$ cat src/rtl/mpu_pkg.sv
// Shared encodings for the multi-context MPU: config selects, fault causes, FSM states.
package mpu_pkg;

  localparam logic [1:0] SEL_BASE_INST  = 2'b00;
  localparam logic [1:0] SEL_LIMIT_INST = 2'b01;
  localparam logic [1:0] SEL_BASE_DATA  = 2'b10;
  localparam logic [1:0] SEL_LIMIT_DATA = 2'b11;

  localparam logic [1:0] CAUSE_NONE = 2'b00;
  localparam logic [1:0] CAUSE_INST = 2'b01;
  localparam logic [1:0] CAUSE_DATA = 2'b10;
  localparam logic [1:0] CAUSE_BOTH = 2'b11;

  typedef enum logic {
    ST_RUN   = 1'b0,
    ST_FAULT = 1'b1
  } state_e;

endpackage

$ cat src/rtl/mpu_seg_check.sv
// One translation channel: base + logical offset and an unsigned limit check.
// MPU_CARRY_FAULT_EN makes a carry out of the addition a fault on a checked channel.
module mpu_seg_check #(
  parameter int ADDR_W = 32
) (
  input  logic [ADDR_W-1:0] base_i,
  input  logic [ADDR_W-1:0] limit_i,
  input  logic [ADDR_W-1:0] logical_i,
  input  logic              check_i,
  output logic [ADDR_W-1:0] phys_o,
  output logic              fault_o
);

`ifdef MPU_CARRY_FAULT_EN
  logic carry;

  assign {carry, phys_o} = {1'b0, base_i} + {1'b0, logical_i};
  assign fault_o         = check_i & ((logical_i >= limit_i) | carry);
`else
  assign phys_o  = base_i + logical_i;
  assign fault_o = check_i & (logical_i >= limit_i);
`endif

endmodule

$ cat src/rtl/mpu_ctx_unit.sv
// Multi-context MPU: per-context base/limit register file, active-context select,
// registered translation and sticky fault. Optional carry fault: MPU_CARRY_FAULT_EN.
//
// state    | meaning
// ST_RUN   | accepting requests, translating and checking
// ST_FAULT | fault latched, requests ignored until fault_ack
module mpu_ctx_unit #(
  parameter int ADDR_W  = 32,
  parameter int NUM_CTX = 4,
  parameter int CTX_W   = (NUM_CTX > 1) ? $clog2(NUM_CTX) : 1
) (
  input  logic              clock,
  input  logic              reset_n,
  input  logic              cfg_we,
  input  logic [CTX_W-1:0]  cfg_ctx,
  input  logic [1:0]        cfg_sel,
  input  logic [ADDR_W-1:0] cfg_wdata,
  input  logic              ctx_we,
  input  logic [CTX_W-1:0]  ctx_id,
  input  logic              req_valid,
  output logic              req_ready,
  input  logic              req_jump,
  input  logic              req_mem,
  input  logic [ADDR_W-1:0] in_inst_logical,
  input  logic [ADDR_W-1:0] in_data_logical,
  output logic              rsp_valid,
  output logic [ADDR_W-1:0] inst_physical,
  output logic [ADDR_W-1:0] data_physical,
  output logic              seg_fault,
  output logic [1:0]        fault_cause,
  output logic [ADDR_W-1:0] fault_addr,
  input  logic              fault_ack
);
  import mpu_pkg::*;

  logic [ADDR_W-1:0] base_inst_q  [NUM_CTX];
  logic [ADDR_W-1:0] limit_inst_q [NUM_CTX];
  logic [ADDR_W-1:0] base_data_q  [NUM_CTX];
  logic [ADDR_W-1:0] limit_data_q [NUM_CTX];
  logic [CTX_W-1:0]  active_ctx_q;

  state_e            state_q, state_d;
  logic              rsp_valid_q, rsp_valid_d;
  logic [ADDR_W-1:0] inst_phys_q, inst_phys_d;
  logic [ADDR_W-1:0] data_phys_q, data_phys_d;
  logic              seg_fault_q, seg_fault_d;
  logic [1:0]        cause_q, cause_d;
  logic [ADDR_W-1:0] fault_addr_q, fault_addr_d;

  logic [ADDR_W-1:0] inst_phys, data_phys;
  logic              inst_fault, data_fault;

  // Config and context registers update on the same edge that samples a request,
  // so that request naturally sees the old values.
  always_ff @(posedge clock or negedge reset_n) begin
    if (!reset_n) begin
      for (int i = 0; i < NUM_CTX; i++) begin
        base_inst_q[i]  <= '0;
        limit_inst_q[i] <= '1;
        base_data_q[i]  <= '0;
        limit_data_q[i] <= '1;
      end
      active_ctx_q <= '0;
    end else begin
      for (int i = 0; i < NUM_CTX; i++) begin
        if (cfg_we && (int'(cfg_ctx) == i)) begin
          case (cfg_sel)
            SEL_BASE_INST:  base_inst_q[i]  <= cfg_wdata;
            SEL_LIMIT_INST: limit_inst_q[i] <= cfg_wdata;
            SEL_BASE_DATA:  base_data_q[i]  <= cfg_wdata;
            default:        limit_data_q[i] <= cfg_wdata;
          endcase
        end
      end
      if (ctx_we && (int'(ctx_id) < NUM_CTX)) begin
        active_ctx_q <= ctx_id;
      end
    end
  end

  mpu_seg_check #(.ADDR_W(ADDR_W)) u_inst_chk (
    .base_i    (base_inst_q[active_ctx_q]),
    .limit_i   (limit_inst_q[active_ctx_q]),
    .logical_i (in_inst_logical),
    .check_i   (req_jump),
    .phys_o    (inst_phys),
    .fault_o   (inst_fault)
  );

  mpu_seg_check #(.ADDR_W(ADDR_W)) u_data_chk (
    .base_i    (base_data_q[active_ctx_q]),
    .limit_i   (limit_data_q[active_ctx_q]),
    .logical_i (in_data_logical),
    .check_i   (req_mem),
    .phys_o    (data_phys),
    .fault_o   (data_fault)
  );

  always_ff @(posedge clock or negedge reset_n) begin
    if (!reset_n) begin
      state_q      <= ST_RUN;
      rsp_valid_q  <= 1'b0;
      inst_phys_q  <= '0;
      data_phys_q  <= '0;
      seg_fault_q  <= 1'b0;
      cause_q      <= CAUSE_NONE;
      fault_addr_q <= '0;
    end else begin
      state_q      <= state_d;
      rsp_valid_q  <= rsp_valid_d;
      inst_phys_q  <= inst_phys_d;
      data_phys_q  <= data_phys_d;
      seg_fault_q  <= seg_fault_d;
      cause_q      <= cause_d;
      fault_addr_q <= fault_addr_d;
    end
  end

  always_comb begin
    state_d      = state_q;
    rsp_valid_d  = 1'b0;
    inst_phys_d  = inst_phys_q;
    data_phys_d  = data_phys_q;
    seg_fault_d  = seg_fault_q;
    cause_d      = cause_q;
    fault_addr_d = fault_addr_q;
    case (state_q)
      ST_RUN: begin
        if (req_valid) begin
          if (inst_fault || data_fault) begin
            state_d      = ST_FAULT;
            seg_fault_d  = 1'b1;
            cause_d      = {data_fault, inst_fault};
            fault_addr_d = inst_fault ? in_inst_logical : in_data_logical;
          end else begin
            rsp_valid_d = 1'b1;
            inst_phys_d = inst_phys;
            data_phys_d = data_phys;
          end
        end
      end
      ST_FAULT: begin
        if (fault_ack) begin
          state_d     = ST_RUN;
          seg_fault_d = 1'b0;
          cause_d     = CAUSE_NONE;
        end
      end
      default: state_d = ST_RUN;
    endcase
  end

  assign req_ready     = (state_q == ST_RUN);
  assign rsp_valid     = rsp_valid_q;
  assign inst_physical = inst_phys_q;
  assign data_physical = data_phys_q;
  assign seg_fault     = seg_fault_q;
  assign fault_cause   = cause_q;
  assign fault_addr    = fault_addr_q;

endmodule

$ cat config.mk
export PLATFORM = sky130hd
export DESIGN_NAME = mpu_ctx_unit
export DESIGN_NICKNAME = d
export VERILOG_FILES = /design/src/rtl/mpu_pkg.sv /design/src/rtl/mpu_seg_check.sv /design/src/rtl/mpu_ctx_unit.sv
export SDC_FILE = /design/constraint.sdc
export NUM_CORES = 1
export LEC_CHECK = 0
export ABC_AREA = 1
export ABC_CLOCK_PERIOD_IN_PS = 4370
export CAP_MARGIN = 25
export CORE_ASPECT_RATIO = 2
export CORE_MARGIN = 5
export CORE_UTILIZATION = 45
export CTS_CLUSTER_DIAMETER = 30
export DETAILED_ROUTE_END_ITERATION = 10
export PLACE_DENSITY_LB_ADDON = 0.1
export SLEW_MARGIN = 20
export SYNTH_ARGS = -nofsm -noshare
export SYNTH_HDL_FRONTEND = slang
export SYNTH_SLANG_ARGS = --single-unit
$ cat constraint.sdc
create_clock -name clock -period 4.37 [get_ports clock]
set_clock_uncertainty 0.15 [all_clocks]
set_input_delay 0.874 -clock clock [delete_from_list [all_inputs] [get_ports clock]]
set_output_delay 0.874 -clock clock [all_outputs]
set_load 0.1 [all_outputs]
==> metrics.md <==
| Metric | Value |
|---|---|
| Hold Path Stages | 2 |
| Synth Cell Area | 0.0325 mm² |
| Finished Layout Cells | 5314 |
| Total power | 0.0251 W |
| CP arrival | 4310 ps |
| Vias per std cell | 5.44 |
| Area contributors post-synth | dfrtp_1, dfstp_2, nand2_1 |
| Vias in the first global route | 28400 |
| Count of cell types in the netlist | 39 |
| H-tree depth | 3 |
| # hold bufs at CTS | 1 |
| Final Max Slew Viols | 0 |
| Comb power frac | 0.371 |
| Routed WL | 109000 µm |
| Largest net degree at the start of global routing | 158 |
| CP startpoint | active_ctx_q[0] |
| Max stage delay on crit path | 550 ps |
| Top_reg_cell synth | dfrtp_1 |
| Hold WC Path Type | reg -> reg |
| Crit path to | data_physical[30] |
| Diodes inserted | 0 |
| Fin Setup TNS | 0 ps |
| Clock Sinks | 615 |
| Tcrit/Tclk final | 0.895 |
| Die X | 200 µm |
| Synthesized instance count | 4188 |
| CP startpoint kind | flip-flop |
| Boundary pin count | 211 |
| Top cell by count, worst path | nand2_1 |
| Deepest clock path buffer count | 3 |
| Worst-path clk slew | 50 ps |
| WL per Instance | 20.6 µm |
| Crit Reg-Reg Endpoint | data_physical[30] |
| Input/output buffers | 210 |
| Layout area overhead | 19.8% |
| Total GRT Usage | 0.280 |
| Post-synthesis sequential area ratio | 0.484 |
| CTS resizes | 0 |
| CP max FO | 45 |
| Reg-to-reg startpoint | active_ctx_q[0] |
| Leakage | 18.5 nW |
| Core area | 0.0717 mm² |
| Slew HR | 0.324 |
| Final setup viols | 0 |
| Synth Register Bits | 615 |
| Grt ovf | 0 |
| Starting Density | 0.453 |
| Full die area | 0.0780 mm² |
| Reg-to-reg slack, setup | 460 ps |
| Internal cell power | 0.0147 W |
| HPWL after DPL | 77400 µm |
| Net Switching | 0.0104 W |
| Post-synth EDFFs | 0 |
| Synthesized net count | 4426 |
| Pwr/cell area | 644 mW/mm² |
| Clock share of power | 0.301 |
| Synth top area share | 0.277 |
| Top-count cell post-synth | nand2_1 |
| Worst-Skew Late Latency | 670 ps |
| Fmax achieved | 256 MHz |
| Fin. Hold Viols | 0 |
| ANT nets after route | 0 |
| Final nets | 4563 |
| Share of layout cells above drive strength 1 | 0.122 |
| Clk Tree Root Cell | clkbuf_16 |
| Via count | 28900 |
| Die H | 390 µm |
| Setup CP Type | reg -> reg |
| Max-cap violations | 0 |
| Residual DRC | 0 |
| Top post-synthesis cells by count | nand2_1, o21ai_0, dfrtp_1, nor2_1, inv_1 |
| First-pass GRT wire length | 168000 µm |
| TritonCTS buffer count | 90 |
| CP max stage cell | dfrtp_4 |
| Unrepaired setup endpoints after global routing | no |
| Crit-path cells | inv_8 -> buf_12 -> buf_4 -> o21ai_0 -> o22ai_1 -> ha_1 -> nand2_1 -> nand3_1 -> nand2_1 -> nand2_1 -> nand2_1 -> nand2_1 -> nand3_1 -> nand2_1 -> nand2_1 -> nand2_1 -> nand4_1 -> nand2_1 |
| Number of placed instances, taps included | 5148 |
| Min cycle time layout | 3910 ps |
| Dominant cell type by area after synthesis | dfrtp_1 |
| Switch share | 0.414 |
| Cell Rows | 139 |
| Required @ worst endpoint | 4760 ps |
| Outcome | completed |
| Yosys warnings | 0 |
| Post-CTS Setup Bufs | 0 |
| Synth Area per Inst | 7.76 µm² |
| TritonRoute pass-1 iters | 5 |
| Routability Congestion | 0.980 |
| Initial drt markers | 1947 |
| Flop pwr share | 0.328 |
| Initial antenna violation count | 0 |
| Endpoint type of the worst setup path | flip-flop |
| IR drop worst, VDD | 0.000871 V |
| Async set-reset flop share out of synthesis | 1.00 |
| CTS tree | yes |
| Worst slew pin tran | 1010 ps |
| Cells on worst reg2reg path | 18 |
[worst min path at each step]
| stage | start | endpoint | slack [ps] |
|---|---|---|---|
| floorplan | base_data_q[32] | base_data_q[32] | 300 |
| global placement | data_physical[11] | data_physical[11] | 300 |
| detailed placement | inst_physical[15] | inst_physical[15] | 310 |
| CTS | inst_physical[15] | inst_physical[15] | 320 |
| global route | data_physical[10] | data_physical[10] | 340 |
| finish | inst_physical[15] | inst_physical[15] | 310 |
[cell families (layout without fill, tap and decap cells)]
group | count (synthesis) | count (layout) | synth area share
xor+xnor | 38 | 38 | 0.0102
fa+ha+maj | 128 | 128 | 0.0498
buf+inv | 531 | 741 | 0.0646
simple gates | 1915 | 1915 | 0.235
flops | 615 | 615 | 0.484
compound gates | 961 | 961 | 0.157
[cell type report]
type                    count  area (µm²)
clock buffers             109        2460
flip-flops and latches    615       15700
multi-input cells        3042       14700
well taps                 916        1150
fillers                  6971       32700
repair buffers            301        3110
inverters                 275        1040
clock inverters            56         708
[worst max-delay path: cells and delay by family (launching register included)]
family | cells | cell delay, ps
buffers and inverters | 3 | 770
AND/OR/NAND/NOR | 12 | 1260
flip-flops | 1 | 550
AO/OA/AOI/OAI | 2 | 600
adder cells (fa/ha/maj) | 1 | 410
[power by group through the flow]
| stage | Sequential (W) | Combinational [W] | Clock (W) |
|---|---|---|---|
| 6_report | 0.00823 | 0.00928 | 0.00755 |
| 4_1_cts | 0.00823 | 0.00932 | 0.00770 |
| 3_3_place_gp | 0.00828 | 0.00923 | 0 |
| 3_5_place_dp | 0.00830 | 0.00929 | 0 |
| 5_1_grt | 0.00840 | 0.0100 | 0.00791 |
| 2_1_floorplan | 0.0114 | 0.00336 | 0 |
[through the flow]
stage	setup WS [ps]	util	hold WS (ps)	instance area [µm²]
after floorplan	1130	-	298	32500
after global placement	554	0.499	305	35700
after detailed placement	569	0.499	308	35700
after CTS	543	0.543	321	38900
after global routing	286	0.543	336	38900
final	458	0.543	315	38900
[flip-flops by register name, summed over array words and instances, names as in the netlist]
signal,cells
rsp_valid,1
state_q,1
fault_cause,2
data_physical,32
fault_addr,32
inst_physical,32
base_inst_q,128
active_ctx_q,2
seg_fault,1
limit_data_q,128
base_data_q,128
limit_inst_q,128
[cells in the final DEF (no fill, tap or decap), types with 64 or more instances in the layout]
cell | netlist | layout
nor2_1 | 292 | 292
clkdlybuf4s50_1 | 0 | 208
ha_1 | 126 | 126
a21oi_1 | 136 | 136
clkbuf_16 | 0 | 94
buf_4 | 1 | 64
nand2_1 | 1408 | 1396
o21ai_0 | 673 | 673
nand4_1 | 76 | 76
inv_1 | 273 | 272
dfrtp_1 | 359 | 357
dfstp_2 | 256 | 256
nand3_1 | 107 | 103
[per-layer routing]
layer,global-route usage,vias up,wire length (µm)
li1,-,14000,-
met1,0.351,13800,44500
met2,0.478,831,54400
met3,0.0363,223,5300
met4,0.124,0,5290
met5,0,-,0
(Power assumes the default switching activity.)
